### src/rtl/iop_pkg.sv
// Shared types and constants for the IOP pulse sequencer.
//   - iop_state_e : sequencer state encoding
//   - DEF_*_CYC   : default pulse/gap lengths in clock cycles
//   - MB_*        : bit positions of the instruction fields in mb
package iop_pkg;

    localparam int unsigned DEF_PULSE_CYC = 4;
    localparam int unsigned DEF_GAP_CYC   = 2;

    localparam int unsigned CNT_W      = 4;
    localparam int unsigned MB_W       = 9;
    localparam int unsigned DEV_W      = 6;
    localparam int unsigned MB_DEV_MSB = 8;
    localparam int unsigned MB_DEV_LSB = 3;
    localparam int unsigned MB_IOP4    = 2;
    localparam int unsigned MB_IOP2    = 1;
    localparam int unsigned MB_IOP1    = 0;

    typedef enum logic [3:0] {
        S_IDLE,
        S_LATCH,
        S_P1,
        S_G1,
        S_P2,
        S_G2,
        S_P4,
        S_G4,
        S_DONE
    } iop_state_e;

endpackage

### src/rtl/iop_slot_timer.sv
// Loadable down-counter that times one pulse or gap slot.
//   clk, rst  : clock, async active-high reset
//   load      : load load_val on this edge
//   load_val  : slot length minus one
//   zero      : registered flag, high during the final cycle of the slot
module iop_slot_timer
    import iop_pkg::*;
(
    input  logic             clk,
    input  logic             rst,
    input  logic             load,
    input  logic [CNT_W-1:0] load_val,
    output logic             zero
);

    logic [CNT_W-1:0] count;

    // Zero is tracked alongside the count so it is available as a flop output.
    always_ff @(posedge clk or posedge rst) begin
        if (rst) begin
            count <= '0;
            zero  <= 1'b1;
        end else if (load) begin
            count <= load_val;
            zero  <= (load_val == '0);
        end else if (count != '0) begin
            count <= count - CNT_W'(1);
            zero  <= (count == CNT_W'(1));
        end
    end

endmodule

### src/rtl/iop_sequencer.sv
// IOT instruction sequencer: latches the device select and issues the
// IOP1/IOP2/IOP4 pulses in fixed slots, collecting skip / AC-clear responses.
//   clk, rst            : clock, async active-high reset
//   iot_start, mb       : start request and instruction bits
//   io_skip, io_ac_clr  : device responses (active-high)
//   iop1, iop2, iop4    : pulse commands
//   dev_sel, bus_en     : bus driver select and enable
//   busy, done          : sequence status and completion strobe
//   skip, ac_clr        : latched device responses
module iop_sequencer
    import iop_pkg::*;
#(
    parameter int unsigned PULSE_CYC = DEF_PULSE_CYC,
    parameter int unsigned GAP_CYC   = DEF_GAP_CYC
) (
    input  logic             clk,
    input  logic             rst,
    input  logic             iot_start,
    input  logic [MB_W-1:0]  mb,
    input  logic             io_skip,
    input  logic             io_ac_clr,
    output logic             iop1,
    output logic             iop2,
    output logic             iop4,
    output logic [DEV_W-1:0] dev_sel,
    output logic             bus_en,
    output logic             busy,
    output logic             done,
    output logic             skip,
    output logic             ac_clr
);

    localparam logic [CNT_W-1:0] PULSE_LD = CNT_W'(PULSE_CYC - 1);
    localparam logic [CNT_W-1:0] GAP_LD   = CNT_W'(GAP_CYC - 1);

    iop_state_e       state, state_n;
    logic [2:0]       en_q;
    logic             accept;
    logic             tmr_load;
    logic [CNT_W-1:0] tmr_val;
    logic             tmr_zero;

    iop_slot_timer u_timer (
        .clk      (clk),
        .rst      (rst),
        .load     (tmr_load),
        .load_val (tmr_val),
        .zero     (tmr_zero)
    );

    assign accept = (state == S_IDLE) && iot_start;

    // State register
    always_ff @(posedge clk or posedge rst) begin
        if (rst) state <= S_IDLE;
        else     state <= state_n;
    end

    // Next state; the timer is loaded on the edge that enters each slot
    always_comb begin
        state_n  = state;
        tmr_load = 1'b0;
        tmr_val  = PULSE_LD;
        case (state)
            S_IDLE:  if (iot_start) state_n = S_LATCH;
            S_LATCH: begin
                state_n  = S_P1;
                tmr_load = 1'b1;
            end
            S_P1: if (tmr_zero) begin
                state_n  = S_G1;
                tmr_load = 1'b1;
                tmr_val  = GAP_LD;
            end
            S_G1: if (tmr_zero) begin
                state_n  = S_P2;
                tmr_load = 1'b1;
            end
            S_P2: if (tmr_zero) begin
                state_n  = S_G2;
                tmr_load = 1'b1;
                tmr_val  = GAP_LD;
            end
            S_G2: if (tmr_zero) begin
                state_n  = S_P4;
                tmr_load = 1'b1;
            end
            S_P4: if (tmr_zero) begin
                state_n  = S_G4;
                tmr_load = 1'b1;
                tmr_val  = GAP_LD;
            end
            S_G4:    if (tmr_zero) state_n = S_DONE;
            S_DONE:  state_n = S_IDLE;
            default: state_n = S_IDLE;
        endcase
    end

    // Outputs decoded from the next state so they line up with the state itself.
    // dev_sel is loaded on the accepting edge, i.e. it is valid from LATCH on.
    always_ff @(posedge clk or posedge rst) begin
        if (rst) begin
            en_q    <= '0;
            dev_sel <= '0;
            iop1    <= 1'b0;
            iop2    <= 1'b0;
            iop4    <= 1'b0;
            bus_en  <= 1'b0;
            busy    <= 1'b0;
            done    <= 1'b0;
            skip    <= 1'b0;
            ac_clr  <= 1'b0;
        end else begin
            if (accept) begin
                en_q    <= {mb[MB_IOP4], mb[MB_IOP2], mb[MB_IOP1]};
                dev_sel <= mb[MB_DEV_MSB:MB_DEV_LSB];
            end
            iop1   <= (state_n == S_P1) && en_q[0];
            iop2   <= (state_n == S_P2) && en_q[1];
            iop4   <= (state_n == S_P4) && en_q[2];
            bus_en <= (state_n != S_IDLE) && (state_n != S_DONE);
            busy   <= (state_n != S_IDLE);
            done   <= (state_n == S_DONE);
            // Responses only count while a pulse is actually on the bus
            if (accept) begin
                skip   <= 1'b0;
                ac_clr <= 1'b0;
            end else if (iop1 || iop2 || iop4) begin
                if (io_skip)   skip   <= 1'b1;
                if (io_ac_clr) ac_clr <= 1'b1;
            end
        end
    end

endmodule

### config.mk
export PLATFORM = sky130hd
export DESIGN_NAME = iop_sequencer
export DESIGN_NICKNAME = d
export VERILOG_FILES = /design/src/rtl/iop_pkg.sv /design/src/rtl/iop_slot_timer.sv /design/src/rtl/iop_sequencer.sv
export SDC_FILE = /design/constraint.sdc
export NUM_CORES = 1
export LEC_CHECK = 0
export ABC_AREA = 0
export CORE_ASPECT_RATIO = 1.2
export CORE_UTILIZATION = 30
export DETAILED_ROUTE_END_ITERATION = 16
export PLACE_DENSITY = 0.52
export SYNTH_ARGS = -nofsm -noshare
export SYNTH_HDL_FRONTEND = slang
export SYNTH_SLANG_ARGS = --single-unit
### constraint.sdc
create_clock -name clk -period 2.7 [get_ports clk]
set_input_delay 0.27 -clock clk [delete_from_list [all_inputs] [get_ports clk]]
set_output_delay 0.27 -clock clk [all_outputs]
set_load 0.005 [all_outputs]
After elaboration in Yosys (flattened, before gate mapping)
Index checks and enable logic that the tools add are counted.
Operators by class
  add/subtract/negate cells: 1
  eq/ne operators: 13
  muxes and demuxes: 22
  reductions and logical operators: 19
Operator list (count)
  4-bit 2-to-1 mux: 9
  4-bit one-hot mux with 8 select lines: 1
  4-bit by 3-bit equality test with 1-bit output, second input constant: 6
  4-bit by 2-bit equality test with 1-bit output, second input constant: 3
  1-bit 2-to-1 mux: 9
  4-bit by 1-bit equality test with 1-bit output, second input constant: 2
  4-bit zero test: 2
  2-bit nonzero test: 4
  4-bit nonzero test: 2
  1-bit logical AND: 5
  5-bit OR reduction: 1
  4-bit equality test, second input constant: 1
  2-bit 2-to-1 mux: 2
  4-bit inequality test, second input constant: 1
  2-bit AND reduction: 2
  4-bit by 1-bit subtractor with 4-bit output, second input constant: 1
  3-bit OR reduction: 1
  1-bit logical OR: 2
  1-bit one-hot mux with 2 select lines: 1
Word-level totals
  flip-flop bits (word level): 26
  input bits: 14
  output and inout port bits: 14
  word-level logic and storage cells: 68

Longest topological paths before layout
  depth in word-level cells: 5
  gate-level depth with buffers: 5
  gate-level depth less buffers: 5

Modules after synthesis
Synthesis repeated with hierarchy kept, for this count alone.
Unflattened totals
  cell total of the unflattened synthesis: 110
  area total of the unflattened synthesis: 1276.2 um2
By module, submodules not included
  iop_sequencer: instances 1, cells each 80, area an instance 940.9 um2, sequential area each 525.5 um2
  iop_slot_timer: instances 1, cells each 30, area an instance 335.3 um2, sequential area each 126.4 um2

Least setup slack after synthesis
No wires, ideal clock.
  path type: reg-to-reg
  from: register u_timer.count[0]
  to: register u_timer.count[1]
  library setup time: 0.133 ns
  data arrival time: 1.382 ns
  data required time: 2.567 ns
  path slack: 1.185 ns
  cell stages (with the launch flop): 6
  buffers on the path: 0
  period minus slack after synthesis: 1.515 ns
  cell sequence: dfrtp_1 > inv_1 > ha_1 > nor3b_1 > o32ai_1 > o2bb2ai_1
On the way
  cells in the longest elaborated chain, start to end: 3
  elaborated cells between the ends (all ways): 5
  classes of those cells: add/sub: 1; mux: 2; reduce/logical: 2
RTL lines
  start, declared: line iop_slot_timer.sv:16  | logic [CNT_W-1:0] count;
  start signal, assigned: line iop_slot_timer.sv:24  | count <= load_val;
  start signal, assigned: line iop_slot_timer.sv:27  | count <= count - CNT_W'(1);
  4-bit by 1-bit subtractor with 4-bit output: line iop_slot_timer.sv:27
  4-bit 2-to-1 mux: line iop_slot_timer.sv:26  | end else if (count != '0) begin
  4-bit 2-to-1 mux: line iop_slot_timer.sv:23  | end else if (load) begin
Parallel ways exist; a longest one is shown, timed or not. The select of a mux whose other input is x is not followed.
A chain may end at the register's enable or synchronous reset.

Worst setup path after layout
  from: register u_timer.count[1]
  to: register u_timer.count[1]
The elaborated chain is that of the path after synthesis.

==> run metrics <==
status=complete, no violations; # rows=24; Min Hold Slack=~0.34 ns; via count=844; crit path capture type=flip-flop; Reg clk slew, reported paths=0.09 ns; Area Overhead vs Synth=30.00%; Root Buffer=clkbuf_8; Final Hold Viols=0; crit path time final=1.778 ns; area of the core=between 3000 and 4000 um2; dpl hpwl=approximately 1.6 mm; Routed Wire Length=2.263 mm; WL per Instance=12.43 um; max_cap viols=0; DIE AREA=4219 um2; Placed Cells=between 150 and 200; first-pass GRT wire length=between 3 and 4 mm; H-tree depth=1; Pleak=0.0006401 uW; PortBufs=27; Max-slew headroom=0.5648; crit path launch type=flip-flop; Power, Total=approximately 1600 uW; DRC violation count after routing=0; HP Class=in2async; Slew Viols, Final=0; cts bufs inserted=3; Die Y=70.96 um; post_cts resized=0; Distinct cells, synth=31; setup TNS=0 ns; commonest non-fill, non-tap cells in the layout=clkdlybuf4s50_1 (27), dfrtp_1 (25), nor2_1 (10), mux2_2 (9), a21oi_1 (7); number of synthesized register bits=26; DR iter-0 viols=19; largest net degree at the start of global routing=27; depth of the worst register-to-register path=5; reg-to-reg slack, setup=0.92 ns; mean post-synth cell area=between 10 and 15 um2; commonest non-fill, non-tap cell in the layout=clkdlybuf4s50_1; achievable clock frequency=around 560 MHz; grt ovf=0; Mapped Nets=between 100 and 150; top cells by area, synth=dfrtp_1 (53%), mux2_2 (8.5%), ha_1 (3.2%); DIE WIDTH=59.46 um; vias in the first global route=between 800 and 900; Req. time, crit path=~2.9 ns; Tcrit/Tclk final=0.6586; Final Skew=about 0.0095 ns; CP Data Arrival Time=~1.9 ns; RSZ-0062 raised after global routing=no; r2r endpoint=u_timer.count[1]; cell taking the most area after synthesis=dfrtp_1; layout cells sized above 1=0.1538; setup violators final=0; clock buffer depth=2; GRT Overall Usage=0.1240; Critical R2R Launch=u_timer.count[1]; hold_buf cts=0; insertion delay to the later sink of the worst-skew pair=roughly 0.27 ns; Async SR Flop Fraction=1.000; Mapped Area=about 1200 um2; Via density=4.637; Detailed Routing Iterations Pass 1=4; Most used DFF post-synth=dfrtp_1; CTS sink count=26; post-layout util=0.4150; post-CTS setup buffers=0; area share of the largest cell type after synthesis=0.5263; GP Congestion=~0.73; crit-path max FO=5; number of synthesized flops with an enable pin=0; Worst VDD drop=approximately 0.00035 V; synth warn=0; Mapped Cells=around 100; post-route ant nets=0; register area share after synthesis=0.5484; final net count=148; Starting Density=0.3192; post-route insts no fill=around 180; CTS tree=yes; # IOs=28; CP Class=reg2reg; worst-margin pin slew=approximately 0.65 ns; Antenna Cells=0; pwr/cell area=~1000 nW/um2; initial antenna violation count=0
## critical path: stages (launching register included)
cell and delay (ns):
dfrtp_1 0.42, inv_1 0.12, ha_1 0.20, nor3b_1 0.56, o32ai_1 0.21, o2bb2ai_1 0.16
## flip-flops by register name (all words and copies together), names as in the netlist
signal / cells
dev_sel: 6
state: 4
u_timer.count: 4
en_q: 3
ac_clr: 1
bus_en: 1
busy: 1
done: 1
iop1: 1
iop2: 1
iop4: 1
skip: 1
u_timer.zero: 1
## how the worst max path moves through the flow
stage	from	to	slack [ns]
floorplan	u_timer.count[0]	u_timer.count[1]	1.18
global placement	u_timer.count[0]	u_timer.count[1]	0.89
detailed placement	u_timer.count[0]	u_timer.count[1]	0.94
CTS	u_timer.count[0]	u_timer.count[1]	0.94
global route	u_timer.count[0]	u_timer.count[1]	0.78
finish	u_timer.count[1]	u_timer.count[1]	0.92
## power by group
| group | switching, uW | internal [uW] |
|---|---|---|
| combinational | 253 | 397 |
| clock | 119 | 106 |
| sequential | 160 | 557 |
## Yosys cell counts, types with 3 or more instances
master    count
ha_1          3
a21oi_1       7
nor2_1       10
dfrtp_1      25
nand2b_1      4
xnor2_1       3
nand2_1       4
mux2_2        9
buf_2         4
inv_1         4
nor3_1        4
## final cells by class
cell class / instances / area [um2]
Inverter: 4 / 15.01
Timing Repair Buffer: 29 / 285.3
Multi-Input combinational cell: 67 / 483.0
Clock buffer: 4 / 45.04
Fill cell: 391 / 2178
Sequential cell: 26 / 651.9
Tap cell: 52 / 65.06
## stage by stage
stage          setup slack, ns  cell area, um2
3_3_place_gp            0.8949            1500
6_report                0.9217            1545
3_5_place_dp            0.9376            1500
2_1_floorplan            1.185            1189
4_1_cts                 0.9356            1545
5_1_grt                 0.7825            1545
## kinds of logic (layout without fill, tap and decap cells)
group           after synthesis  in the layout  synth area share
xor+xnor                      5              5           0.03685
buf+inv                      10             37           0.04526
flops                        26             26            0.5484
fa+ha+maj                     3              3           0.03158
mux                          11             11            0.1021
simple gates                 33             33            0.1516
compound gates               15             15           0.08421
## layer usage
layer	global-route usage	share of wire	wire length [um]
met4	0.06349	0.022	49
met2	0.2035	0.47	1072
met1	0.1467	0.44	1000
met3	0.03108	0.062	140
met5	0	0	0
(Power assumes the default switching activity.)
